==> src/rtl/stopwatch_bcd_if.sv <==
// stopwatch_bcd_if: control pulses into the stopwatch and display/status out.
//   master (controller/bench): drives tick, start_stop, clear, lap;
//                               sees bcd, running, overflow, lap_active
//   slave  (stopwatch_bcd):    the reverse
interface stopwatch_bcd_if #(
  parameter int N_DIGITS = 4
);
  logic                    tick;
  logic                    start_stop;
  logic                    clear;
  logic                    lap;
  logic [4*N_DIGITS-1:0]   bcd;
  logic                    running;
  logic                    overflow;
  logic                    lap_active;

  modport master (
    output tick, start_stop, clear, lap,
    input  bcd, running, overflow, lap_active
  );

  modport slave (
    input  tick, start_stop, clear, lap,
    output bcd, running, overflow, lap_active
  );
endinterface

==> src/rtl/stopwatch_bcd.sv <==
// stopwatch_bcd: decimal stopwatch. Counts rising edges of tick while running,
// as N_DIGITS packed BCD digits (digit 0 in bits [3:0]).
//   clkin  : system clock, rising edge
//   rst_n  : asynchronous active-low reset
//   sw     : stopwatch_bcd_if.slave
//            in  tick, start_stop, clear, lap (single-cycle pulses)
//            out bcd (display value), running, overflow (sticky), lap_active
// Optional feature macro: STOPWATCH_LAP_HOLD_EN enables lap hold (display
// freeze while the live count keeps advancing). Undefined: lap is ignored.

// One BCD digit of the counter chain; carries out when it wraps 9 -> 0.
module stopwatch_bcd_digit (
  input  logic       clkin,
  input  logic       rst_n,
  input  logic       clr,
  input  logic       cin,
  output logic [3:0] d,
  output logic       cout
);
  assign cout = cin & (d == 4'd9);

  always_ff @(posedge clkin or negedge rst_n) begin
    if (!rst_n)   d <= 4'd0;
    else if (clr) d <= 4'd0;
    else if (cin) d <= (d == 4'd9) ? 4'd0 : d + 4'd1;
  end
endmodule

module stopwatch_bcd #(
  parameter int N_DIGITS = 4
) (
  input logic            clkin,
  input logic            rst_n,
  stopwatch_bcd_if.slave sw
);
  typedef enum logic [1:0] {IDLE, RUN, PAUSE} state_t;

  state_t                    state_q, state_d;
  logic                      tick_d, tick_evt;
  logic                      inc, clr_acc, pause_evt;
  logic [N_DIGITS:0]         carry;
  logic [N_DIGITS-1:0][3:0]  cnt;
  logic                      running_q, overflow_q;

  assign tick_evt  = sw.tick & ~tick_d;
  // RUN counts even in the cycle it is left; entering RUN does not count.
  assign inc       = (state_q == RUN) & tick_evt;
  // Clear is only honoured when stopped, and beats start_stop there.
  assign clr_acc   = sw.clear & (state_q != RUN);
  assign pause_evt = (state_q == RUN) & sw.start_stop;

  always_comb begin
    state_d = state_q;
    case (state_q)
      RUN:         if (sw.start_stop) state_d = PAUSE;
      IDLE, PAUSE: if (sw.clear)      state_d = IDLE;
                   else if (sw.start_stop) state_d = RUN;
      default:     state_d = IDLE;
    endcase
  end

  always_ff @(posedge clkin or negedge rst_n) begin
    if (!rst_n) begin
      state_q    <= IDLE;
      tick_d     <= 1'b0;
      running_q  <= 1'b0;
      overflow_q <= 1'b0;
    end else begin
      state_q    <= state_d;
      tick_d     <= sw.tick;
      // Decode the next state so running lines up with state_q == RUN.
      running_q  <= (state_d == RUN);
      if (clr_acc)               overflow_q <= 1'b0;
      else if (carry[N_DIGITS])  overflow_q <= 1'b1;
    end
  end

  // Ripple-carry digit chain: digit i steps when all lower digits are 9.
  assign carry[0] = inc;
  for (genvar i = 0; i < N_DIGITS; i++) begin : g_dig
    stopwatch_bcd_digit u_dig (
      .clkin (clkin),
      .rst_n (rst_n),
      .clr   (clr_acc),
      .cin   (carry[i]),
      .d     (cnt[i]),
      .cout  (carry[i+1])
    );
  end

  assign sw.running  = running_q;
  assign sw.overflow = overflow_q;

`ifdef STOPWATCH_LAP_HOLD_EN
  logic                     hold_q;
  logic [N_DIGITS-1:0][3:0] disp_q;

  always_ff @(posedge clkin or negedge rst_n) begin
    if (!rst_n) begin
      hold_q <= 1'b0;
      disp_q <= '0;
    end else if (clr_acc || pause_evt) begin
      hold_q <= 1'b0;
    end else if ((state_q == RUN) && sw.lap) begin
      // Snapshot the value currently on display when entering hold.
      if (!hold_q) disp_q <= cnt;
      hold_q <= ~hold_q;
    end
  end

  assign sw.bcd        = hold_q ? disp_q : cnt;
  assign sw.lap_active = hold_q;
`else
  logic unused_lap;
  assign unused_lap    = sw.lap ^ pause_evt;
  assign sw.bcd        = cnt;
  assign sw.lap_active = 1'b0;
`endif
endmodule

==> src/flat_wrapper.sv <==
// flat-port wrapper written by rule: the top's interface ports become plain ports
module stopwatch_bcd_flat 
#(
  parameter int N_DIGITS = 4
)
  (clkin, rst_n, sw_tick, sw_start_stop, sw_clear, sw_lap, sw_bcd, sw_running, sw_overflow, sw_lap_active);
  stopwatch_bcd_if #(.N_DIGITS(N_DIGITS)) sw_i ();
  input logic clkin;
  input logic rst_n;
  input wire logic [$bits(sw_i.tick)-1:0] sw_tick;
  input wire logic [$bits(sw_i.start_stop)-1:0] sw_start_stop;
  input wire logic [$bits(sw_i.clear)-1:0] sw_clear;
  input wire logic [$bits(sw_i.lap)-1:0] sw_lap;
  output wire logic [$bits(sw_i.bcd)-1:0] sw_bcd;
  output wire logic [$bits(sw_i.running)-1:0] sw_running;
  output wire logic [$bits(sw_i.overflow)-1:0] sw_overflow;
  output wire logic [$bits(sw_i.lap_active)-1:0] sw_lap_active;
  assign sw_i.tick = sw_tick;
  assign sw_i.start_stop = sw_start_stop;
  assign sw_i.clear = sw_clear;
  assign sw_i.lap = sw_lap;
  assign sw_bcd = sw_i.bcd;
  assign sw_running = sw_i.running;
  assign sw_overflow = sw_i.overflow;
  assign sw_lap_active = sw_i.lap_active;
  stopwatch_bcd #(.N_DIGITS(N_DIGITS)) u_core (.clkin(clkin), .rst_n(rst_n), .sw(sw_i));
endmodule
==> config.mk <==
export PLATFORM = sky130hd
export DESIGN_NAME = stopwatch_bcd_flat
export DESIGN_NICKNAME = d
export VERILOG_FILES = /design/src/rtl/stopwatch_bcd_if.sv /design/src/rtl/stopwatch_bcd.sv /design/src/flat_wrapper.sv
export SDC_FILE = /design/constraint.sdc
export NUM_CORES = 1
export LEC_CHECK = 0
export CAP_MARGIN = 20
export CORE_ASPECT_RATIO = 0.75
export CORE_MARGIN = 2
export CORE_UTILIZATION = 50
export DETAILED_ROUTE_END_ITERATION = 10
export HOLD_SLACK_MARGIN = 0.05
export PLACE_DENSITY = 0.79
export SLEW_MARGIN = 20
export SYNTH_ARGS = -nofsm -noshare
export SYNTH_HDL_FRONTEND = slang
export SYNTH_SLANG_ARGS = --single-unit
export TNS_END_PERCENT = 30
==> constraint.sdc <==
create_clock -name clkin -period 2.7 [get_ports clkin]
set_input_delay 0.675 -clock clkin [delete_from_list [all_inputs] [get_ports clkin]]
set_output_delay 0.675 -clock clkin [all_outputs]
set_load 0.1 [all_outputs]
# Word level (Yosys, flattened, before mapping)
# Index checks and enable logic that the tools add are counted.
totals:
  regBits: 21
  inputBits: 6
  output_inout_bits: 19
  word_cells: 53
classes:
  n_addsub: 4
  eq_ne: 8
  muxes: 18
  bitwise: 8
  reduce_logical: 7
op_table:
  columns: ["op", "count"]
  rows:
  - ["$mux W4", 12]
  - ["$add A4 B1 Y4 const B", 4]
  - ["$eq A4 B4 Y1 const B", 4]
  - ["$reduce_bool A2 Y1", 5]
  - ["$and A1 B1 Y1", 7]
  - ["$mux W2", 3]
  - ["$eq A2 B1 Y1 const B", 2]
  - ["$pmux W2 S2", 1]
  - ["$eq A2 B2 Y1 const B", 1]
  - ["$logic_not A2 Y1", 1]
  - ["$mux W1", 2]
  - ["$ne A2 B1 Y1 const B", 1]
  - ["$reduce_or A2 Y1", 1]
  - ["$not A1 Y1", 1]

# Logic depth before layout (Yosys ltp)
# Gate-level depths: netlist of the first run.
logic_depth:
  ltp_word: 9
  depth_mapped: 7

# Cells and area by module
# Synthesis of the first run repeated with hierarchy kept, for this count alone.
hier_totals:
  hier_cells: 122
  area_unflattened_um2: 1166.1
by_module_without_submodules:
  columns: ["mod", "n_inst", "cells_each", "area_per_inst_um2", "seq_area_each_um2"]
  rows:
  - ["stopwatch_bcd_digit at u_core.g_dig[0].u_dig ...", 3, 26, 241.5, 100.1]
  - ["stopwatch_bcd_digit at u_core.g_dig[1].u_dig", 1, 26, 237.7, 100.1]
  - ["stopwatch_bcd", 1, 18, 203.9, 125.1]

# Worst setup path before layout of the first run
# No wires, ideal clock.
synth_timing:
  path_type: "register -> register"
  from: "reg u_core.g_dig[0].u_dig.d[0]"
  to: "reg u_core.g_dig[3].u_dig.d[3]"
  setup_time_ns: 0.100
  arrival_time_ns: 2.368
  path_slack_ns: 0.232
  path_stages_with_launch: 6
  n_path_buf: 0
  period_less_slack_ns: 2.468
  cell_sequence: "dfrtp_1 ha_1 nand3b_1 nor4b_4 a41oi_1 a311oi_1"
synth_via:
  elab_chain_len: 5
synth_lines:
  columns: ["item", "line", "rtl"]
  rows:
  - ["start, declared", "stopwatch_bcd.sv:17", "output logic [3:0] d,"]
  - ["start signal, assigned", "stopwatch_bcd.sv:25", "else if (cin) d <= (d == 4'd9) ? 4'd0 : d + 4'd1;"]
  - ["$eq A4 B4 Y1", "stopwatch_bcd.sv:20", "assign cout = cin & (d == 4'd9);"]
  - ["$and A1 B1 Y1 (3 in a row)", "stopwatch_bcd.sv:20", null]
  - ["$reduce_bool A2 Y1 (no source line)", null, null]
  - ["end signal, assigned", "stopwatch_bcd.sv:25", null]
  - ["end, declared", "stopwatch_bcd.sv:17", null]
# Every way passes these cells.
# A chain may end at the register's enable or synchronous reset.

# Final worst setup path of the first run
layout_timing:
  from: "in sw_tick"
  to: "reg u_core.g_dig[3].u_dig.d[1]"
layout_via:
  elab_chain_len: 6
layout_lines:
  columns: ["item", "line", "rtl"]
  rows:
  - ["start, declared", "flat_wrapper.sv:10", "input wire logic [$bits(sw_i.tick)-1:0] sw_tick;"]
  - ["$and A1 B1 Y1", "stopwatch_bcd.sv:45", "assign tick_evt = sw.tick & ~tick_d;"]
  - ["$and A1 B1 Y1", "stopwatch_bcd.sv:47", "assign inc = (state_q == RUN) & tick_evt;"]
  - ["$and A1 B1 Y1 (3 in a row)", "stopwatch_bcd.sv:20", null]
  - ["$reduce_bool A2 Y1 (no source line)", null, null]
# Every way passes these cells.

==> results.toml, run 1 <==
[worst_setup_path]
worst_ep_required_time_ns = 2.89
slowest_delay_ns = 0.49
path_cells = "clkdlybuf4s50_1 -> nand4bb_1 -> nor4b_4 -> buf_4 -> mux2i_1 -> nor2_1"
crit_family = "simple AND/OR/NAND/NOR gates"
cp_slowest_cell = "clkdlybuf4s50_1"
end_kind = "flop"
cp.arrival_ns = 2.31
path_buf_inv = 2
path_class = "input port to flop"
worst-path-max-fanout = 7
worst_setup_path_start_kind = "input port"

[yosys]
yosysUniqueCellTypes = 35
post-synth-top-area-cell = "dfrtp_1"
syn_nets = 128
yosysTopAreaCellShare_pct = 46.05
yosys-top-cells-area = "dfrtp_1, ha_1, nor2_1"
ys_seq_elements = 21
postSynthCellCount = 114
syn_area_um2 = 1141
ys.warnings.count = 0
synth.avg_cell_area_um2 = 10.01
ys_seq_area_share_pct = 46.05

[final_layout]
syn_to_final_growth_pct = 20.83
final_core_util_pct = 66.15
fin_area_um2 = 1379
antenna_cells = 0
drive_above_1_share_pct = 21.58
design.final.nets = 154
fill_cells = 175

[power_and_ir_drop]
swShare_pct = 29.02
pwr-share-seq_pct = 57.9
p_sw_mw = 0.1648
powerDensity_nw_per_um2 = 411.9
power_mw = 0.5679
p_clk_share_pct = 26.7
comb_power_share_pct = 15.3
p_int_mw = 0.4031
power_leakage_nw = 0.6702
vdd_drop_max_v = 0.0002991

[drt]
ant_nets = 0
via_per_inst = 5.583
routed_wl_um = 2284
dr.pass1.iters = 4
dr_total_vias = 910
drc = 0
drt_iter0_drc = 46
wl_per_cell_um = 14.01

[clocking]
clk_latency_ns = 0.31
cts_setup_buffers = 0
cts_tree = "yes"
numClockSinks = 21
root_buffer = "clkbuf_4"
clkTransAtPathRegs_ns = 0.11
hold_buffers = 0
cts-resized-gates = 0
cts_buffers = 3
cts_buffer_depth = 2
htreeDepth = 1

[placement]
place_congestion = 0.7457
hpwlAfterDp_um = 1688
placed_area_um2 = 1353
portBuffers = 22

[timing]
tns_ns = 0
layout_min_cycle_time_ns = 2.115
max_freq_mhz = 472.8
finalSetupViolations = 0
finalMaxSlewViolations = 0
hold_violations = 0
fin_crit_sh_pct = 78.34
fin_skew_ns = 0.002297
rsz0062_at_grt = "false"

[grt]
grt_first_pass_wirelength_um = 3836
grt_pass1_vias = 835
gr-usage-met2_pct = 30.22
antenna_found_initial = 0
busiest_layer = "met2"
grtUsageMet3_pct = 6.250
grt_usage_pct = 20.00
use_met1_pct = 27.50
grt_max_degree = 22
grt.overflow.total = 0

[flow_run]
cap_viol_max_count = 0

[die]
die_h_um = 45.37
core-area_um2 = 2085
row_count = 14
die_x_um = 59.16
die-area_um2 = 2684
start_util_pct = 54.74
io_pins = 25

[hold_path]
hp-class = "flop to flop"

[outcome]
status = "finished, final reports clean"
[cell usage after synthesis]
master     number
nand2_1         9
a311oi_1        1
or2_2           1
o31ai_1         1
nor3_1          3
a41oi_1         1
and4bb_2        1
inv_1           5
a41o_1          1
and3_1          1
or3_1           1
nor4_1          1
nand4bb_1       1
a211oi_1        1
and2_1          2
mux2i_1         4
clkbuf_1        3
o32ai_1         2
xor2_1          2
and3b_1         3
nor4b_4         1
conb_1          1
nand3b_1        2
nor2_1         11
ha_1            8
xnor2_1         1
nand4_1         1
a21oi_1         6
a31o_2          2
nand2b_1        2
o21ai_0         5
buf_2           1
dfrtp_1        21
buf_4           1
nand3_1         7
[cells in the final DEF (no fill, tap or decap), drive strengths merged, types with 2 or more instances in the layout]
cell type	n
nor3	3
o21ai	5
nand3	7
ha	8
and3b	3
clkdlybuf4s50	4
a21oi	6
nand2	9
a31o	2
clkbuf	4
nand2b	2
inv	5
dfrtp	21
and2	2
nor2	11
xor2	2
buf	22
o32ai	2
mux2i	4
nand3b	2
[cell type report]
| class | count | area [um^2] | share of cell area (%) |
|---|---|---|---|
| sequential | 21 | 525.5 | 38.11 |
| tap | 24 | 30.03 | 2.178 |
| multi-input combinational | 83 | 573.1 | 41.56 |
| timing repair buffer | 26 | 205.2 | 14.88 |
| inverter | 5 | 18.77 | 1.361 |
| clock buffer | 4 | 26.28 | 1.906 |
[flip-flops by register name (all words and copies together) (netlist names)]
signal	cells
u_core.tick_d	1
u_core.g_dig.u_dig.d	16
u_core.sw.running	1
u_core.sw.overflow	1
u_core.state_q	2
[tightest hold or removal path: stages (launching register included)]
cell and delay (ns):
dfrtp_1 0.37, a21oi_1 0.04, nor2_1 0.08
[per-layer routing]
metal,vias to the layer above,part of all wire (%)
met3,4,4.1
met1,440,50
met5,-,0
met2,15,45
met4,0,1.3
li1,451,-
[cells by family after synthesis]
logic type / Yosys count / share of synthesized area (%)
compound gates: 20 / 11.62
xor+xnor: 3 / 2.303
fa+ha+maj: 8 / 8.772
buf+inv: 10 / 3.728
flops: 21 / 46.05
mux: 4 / 3.509
other cells: 1 / 0.3286
simple gates: 47 / 23.68
[worst paths after layout]
kind                                            start                          to  slack [ns]  cells past startpoint
setup / recovery                              sw_tick  u_core.g_dig[3].u_dig.d[1]        0.58                      6
setup reg to reg           u_core.g_dig[0].u_dig.d[1]  u_core.g_dig[3].u_dig.d[1]        0.75                      7
hold reg to reg                    u_core.sw.overflow          u_core.sw.overflow        0.53                      2
min in group asynchronous                       rst_n  u_core.g_dig[1].u_dig.d[1]        0.70                      2
max in group asynchronous                       rst_n  u_core.g_dig[3].u_dig.d[1]        1.78                      2
hold / removal                     u_core.sw.overflow          u_core.sw.overflow        0.53                      2
[power by group through the flow]
stage / Combinational, mW / Sequential (mW) / Clock [mW]
floorplan: 0.0318 / 0.361 / 0
global placement: 0.0864 / 0.335 / 0
detailed placement: 0.0869 / 0.335 / 0
CTS: 0.0871 / 0.329 / 0.159
global route: 0.0926 / 0.331 / 0.173
finish: 0.0871 / 0.329 / 0.152
[stage by stage]
| stage | setup WS [ns] | hold WS, ns | cells |
|---|---|---|---|
| 2_1_floorplan | 0.2325 | 0.3794 | 114 |
| 6_report | 0.5849 | 0.5285 | 163 |
| 3_5_place_dp | 0.2533 | 0.4987 | 159 |
| 3_3_place_gp | 0.2809 | 0.4993 | 159 |
| 5_1_grt | 0.4554 | 0.5571 | 163 |
| 4_1_cts | 0.5876 | 0.5293 | 163 |
No activity file was read; power rests on OpenSTA's default activity.
==> run 2: changes to the inputs <==
Settings changed: CORE_UTILIZATION 50 to 44, PLACE_DENSITY 0.79 to 0.74.
Clock period 2.7 ns to 1.87 ns, I/O delays scaled along.
==> results.toml, run 2 (synthesis gave the netlist of run 1 again) <==
[clocking]
cts_buffers = 3
clkTransAtPathRegs_ns = 0.12
htreeDepth = 1
root_buffer = "clkbuf_4"
cts_tree = "yes"
clk_latency_ns = 0.31
cts_buffer_depth = 2
numClockSinks = 21

[worst_setup_path]
cp.arrival_ns = 2.02
worst_setup_path_start_kind = "flop"
worst_ep_required_time_ns = 2.08
worst-path-max-fanout = 8
reg2reg_depth = 8
end_kind = "flop"
regToRegSetupSlack_ns = 0.05
path_class = "flop to flop"

[placement]
place_congestion = 0.7300
hpwlAfterDp_um = 1998
placed_cells = 173
portBuffers = 22
placed_area_um2 = 1655

[timing]
fin_crit_sh_pct = 97.22
rsz0062_at_grt = "true"
fin_skew_ns = 0.01212
max_freq_mhz = 550.1
finalSetupViolations = 0
fin_hold_ws_ns = 0.4859
layout_min_cycle_time_ns = 1.818
hold_violations = 0
finalMaxSlewViolations = 0

[final_layout]
multi_input_area_um2 = 606.8
final_cell_mix = "buf_12, nor2_1"
top_register = "u_core.g_dig.u_dig.d"
antenna_cells = 0
final_cells = 179
drive_above_1_share_pct = 37.24
layout_commonest_cell = "buf_12"
largest_reg_flops = 16
final_core_util_pct = 72.23
fill_cells = 184
fin_area_um2 = 1722
regArea_um2 = 548.0
reg_top3 = "u_core.g_dig.u_dig.d: 16 flops, u_core.state_q: 2 flops"
syn_to_final_growth_pct = 50.88
design.final.nets = 160

[power_and_ir_drop]
power_mw = 0.8484
vdd_drop_max_v = 0.0005532
power_leakage_nw = 0.7316
powerDensity_nw_per_um2 = 492.8

[drt]
via_per_inst = 5.609
ant_nets = 0
dr.pass1.iters = 5
routed_wl_um = 2696
dr_total_vias = 1004
drt_iter0_drc = 44
drc = 0
wl_per_cell_um = 15.06

[outcome]
status = "finished, final reports clean"

[grt]
grt_max_degree = 22
busiest_layer = "met2"
grt.overflow.total = 0
grt_pass1_vias = 955
grtUsageMet3_pct = 5.543
antenna_found_initial = 0
gr-usage-met2_pct = 34.62
use_met1_pct = 23.83
grt_first_pass_wirelength_um = 4402
grt_usage_pct = 19.51

[die]
die-area_um2 = 3021
core-area_um2 = 2384
start_util_pct = 47.87
die_h_um = 48.10
die_x_um = 62.81
row_count = 15
io_pins = 25

[flow_run]
cap_viol_max_count = 0

[hold_path]
hp-class = "input port to asynchronous set/reset pin"
[run 2: cell count changes in the layout (fill, tap and decap cells not counted)]
cell	change
buf_4	-13
ha_4	+2
and3b_2	+1
dfrtp_2	+9
inv_1	-2
buf_12	+18
and3b_1	-1
dfrtp_4	+3
dfrtp_1	-12
ha_1	-2
a41oi_2	+1
a41oi_1	-1
inv_2	+2
buf_6	+1
[run 2: final cells by class]
class	instances	share of cell area, %
sequential	21	31.83
timing repair buffer	32	27.83
inverter	5	1.090
multi-input combinational	83	35.25
clock buffer	4	1.526
tap	34	2.471
[run 2: power breakdown]
part | switching [mW] | internal [mW]
Combinational | 0.0932 | 0.0492
Clock | 0.142 | 0.0834
Sequential | 0.0141 | 0.467
Total | 0.249 | 0.600
[run 2: metrics by stage]
stage	setup TNS, ns	worst slack [ns]
finish	0	0.05199
floorplan	-0.3921	-0.1427
detailed placement	-1.231	-0.2557
global placement	-0.7925	-0.1876
CTS	0	0.05725
global route	-0.05773	-0.03398
[run 2: layer usage]
metal  vias up  share of wire [%]
met5         -                  0
met4         0               0.78
met3         4                4.7
met2        27                 51
met1       503                 44
li1        470                  -
[run 2: timing repair]
| action | 4_1_cts | 5_1_grt |
|---|---|---|
| gates resized for setup | 0 | 6 |
| hold buffers | 0 | 0 |
| setup endpoints to repair | 0 | 2 |
| setup buffers | 0 | 2 |
[run 2: worst paths after layout]
| kind | to | startpoint |
|---|---|---|
| max | u_core.g_dig[3].u_dig.d[1] | u_core.g_dig[2].u_dig.d[1] |
| min reg2reg | u_core.state_q[1] | u_core.state_q[1] |
| min | u_core.g_dig[1].u_dig.d[0] | rst_n |
| min in group clkin | u_core.state_q[1] | u_core.state_q[1] |
| max in group asynchronous | u_core.g_dig[0].u_dig.d[1] | rst_n |
| max reg2reg | u_core.g_dig[3].u_dig.d[1] | u_core.g_dig[2].u_dig.d[1] |
[run 2: critical path, stage by stage (launching register included)]
cell and delay, ns:
dfrtp_2 0.48, inv_2 0.08, ha_4 0.11, nand3b_1 0.18, nor4b_4 0.34, buf_6 0.17, buf_4 0.11, mux2i_1 0.18
nor2_1 0.05
==> run 3: changes to the inputs <==
Settings changed: CORE_UTILIZATION 44 to 50, DONT_BUFFER_PORTS set to 1, PLACE_DENSITY 0.74 to 0.68.
==> results.toml, run 3 (synthesis gave the netlist of run 1 again) <==
[outcome]
status = "finished, final reports clean"

[worst_setup_path]
rr_endpoint = "u_core.g_dig[3].u_dig.d[3]"
cp_slowest_cell = "dfrtp_4"
cp.arrival_ns = 1.99
reg2reg_depth = 7
regToRegSetupSlack_ns = 0.09
worst-path-max-fanout = 9
path_class = "flop to flop"
worst_setup_path_start_kind = "flop"
path_cells = "inv_2 -> ha_4 -> nand3b_1 -> nor4b_4 -> buf_4 -> a41oi_1 -> a311oi_1"
end_kind = "flop"
r2r_start = "u_core.g_dig[0].u_dig.d[1]"
slowest_delay_ns = 0.50
worst_ep_required_time_ns = 2.08

[final_layout]
antenna_cells = 0
top_register = "u_core.g_dig.u_dig.d"
design.final.nets = 150
final_core_util_pct = 66.09
final_cell_mix = "buf_4, nor2_1, nand2_1, dfrtp_2, dfrtp_1"
largest_reg_flops = 16
syn_to_final_growth_pct = 20.72
fin_area_um2 = 1378
final_cells = 159
reg_top3 = "u_core.g_dig.u_dig.d: 16 flops, u_core.state_q: 2 flops"
drive_above_1_share_pct = 32.59
fill_cells = 168
layout_commonest_cell = "buf_4"

[power_and_ir_drop]
power_mw = 0.8149
vdd_drop_max_v = 0.0005122
power_leakage_nw = 0.6372
powerDensity_nw_per_um2 = 591.5

[placement]
hpwlAfterDp_um = 1762
place_congestion = 0.7988
dp_slack_ns = 0.1189
placed_cells = 154
placed_area_um2 = 1340
portBuffers = 0

[drt]
routed_wl_um = 2346
dr_total_vias = 912
dr.pass1.iters = 4
drt_iter0_drc = 14
via_per_inst = 5.736
wl_per_cell_um = 14.75
drc = 0
ant_nets = 0

[die]
die_h_um = 45.37
core-area_um2 = 2085
io_pins = 25
die_x_um = 59.16
row_count = 14
start_util_pct = 54.74
die-area_um2 = 2684

[grt]
grt.overflow.total = 0
grt_first_pass_wirelength_um = 3774
grt_usage_pct = 19.37
antenna_found_initial = 0
grt_max_degree = 22
grt_pass1_vias = 879

[flow_run]
cap_viol_max_count = 0

[clocking]
numClockSinks = 21
root_buffer = "clkbuf_4"
htreeDepth = 1
cts_tree = "yes"
cts_buffer_depth = 2
clk_latency_ns = 0.31
cts_buffers = 3
cts-resized-gates = 0
clkTransAtPathRegs_ns = 0.12

[timing]
fin_skew_ns = 0.005248
max_freq_mhz = 562.1
relSlewSlack_pct = 37.82
fin_crit_sh_pct = 95.14
worst_slew_pin_slew_ns = 0.9296
layout_min_cycle_time_ns = 1.779
finalSetupViolations = 0
finalMaxSlewViolations = 0
setup_ws_ns = 0.09092
hold_violations = 0
rsz0062_at_grt = "false"

[hold_path]
hp-class = "input port to flop"
min_from = "sw_tick"
holdPathEnd = "u_core.tick_d"
hold-path-cell-count = 0
[run 3: what timing repair did]
item | CTS | global route
hold buffers | 1 | 0
buffers inserted | 0 | 0
endpoints found under the hold margin | 21 | 0
[run 3: critical path: cells and delay by family (launching register included)]
kind	cells	cell delay, ns
DFF	1	0.50
and+or+nand+nor	2	0.42
AOI/OAI and AO/OA	2	0.36
buffers and inverters	2	0.28
adders and majority gates	1	0.12
[run 3: final cells by class]
type	instances	area, um^2	area share, %
multi-input combinational	83	585.6	42.51
sequential	21	548.0	39.78
timing repair buffer	22	167.7	12.17
tap	24	30.03	2.180
clock buffer	3	22.52	1.635
inverter	5	18.77	1.362
clock inverter	1	5.005	0.3633
[run 3: per-layer routing]
metal  track usage [%]  routed length (um)
met2             30.22                1155
met3             6.818                 102
met5                 0                   0
met1             25.69                1076
met4             5.909                  11
[run 3: stage by stage]
stage | setup TNS, ns | hold WS [ns]
floorplan | -0.3921 | 0.1719
global placement | 0 | 0.1723
detailed placement | 0 | 0.1724
CTS | 0 | 0.1603
global route | 0 | 0.1487
finish | 0 | 0.1687
[run 3: where the power goes]
part / switching (mW) / internal, mW / leakage [nW]
logic: 0.0923 / 0.0258 / 0.353
registers: 0.00872 / 0.467 / 0.267
clock network: 0.141 / 0.0800 / 0.0177
total: 0.242 / 0.573 / 0.637
[run 3: worst max-delay path by stage]
stage / startpoint / end / slack, ns / depth (start not counted)
detailed placement: u_core.g_dig[0].u_dig.d[1] / u_core.g_dig[3].u_dig.d[3] / 0.12 / 7
CTS: u_core.g_dig[0].u_dig.d[1] / u_core.g_dig[3].u_dig.d[3] / 0.09 / 7
global route: u_core.g_dig[1].u_dig.d[1] / u_core.g_dig[3].u_dig.d[3] / 0.004 / 7
floorplan: u_core.g_dig[0].u_dig.d[1] / u_core.g_dig[3].u_dig.d[3] / -0.14 / 6
global placement: u_core.g_dig[0].u_dig.d[1] / u_core.g_dig[3].u_dig.d[3] / 0.17 / 7
finish: u_core.g_dig[0].u_dig.d[1] / u_core.g_dig[3].u_dig.d[3] / 0.09 / 7
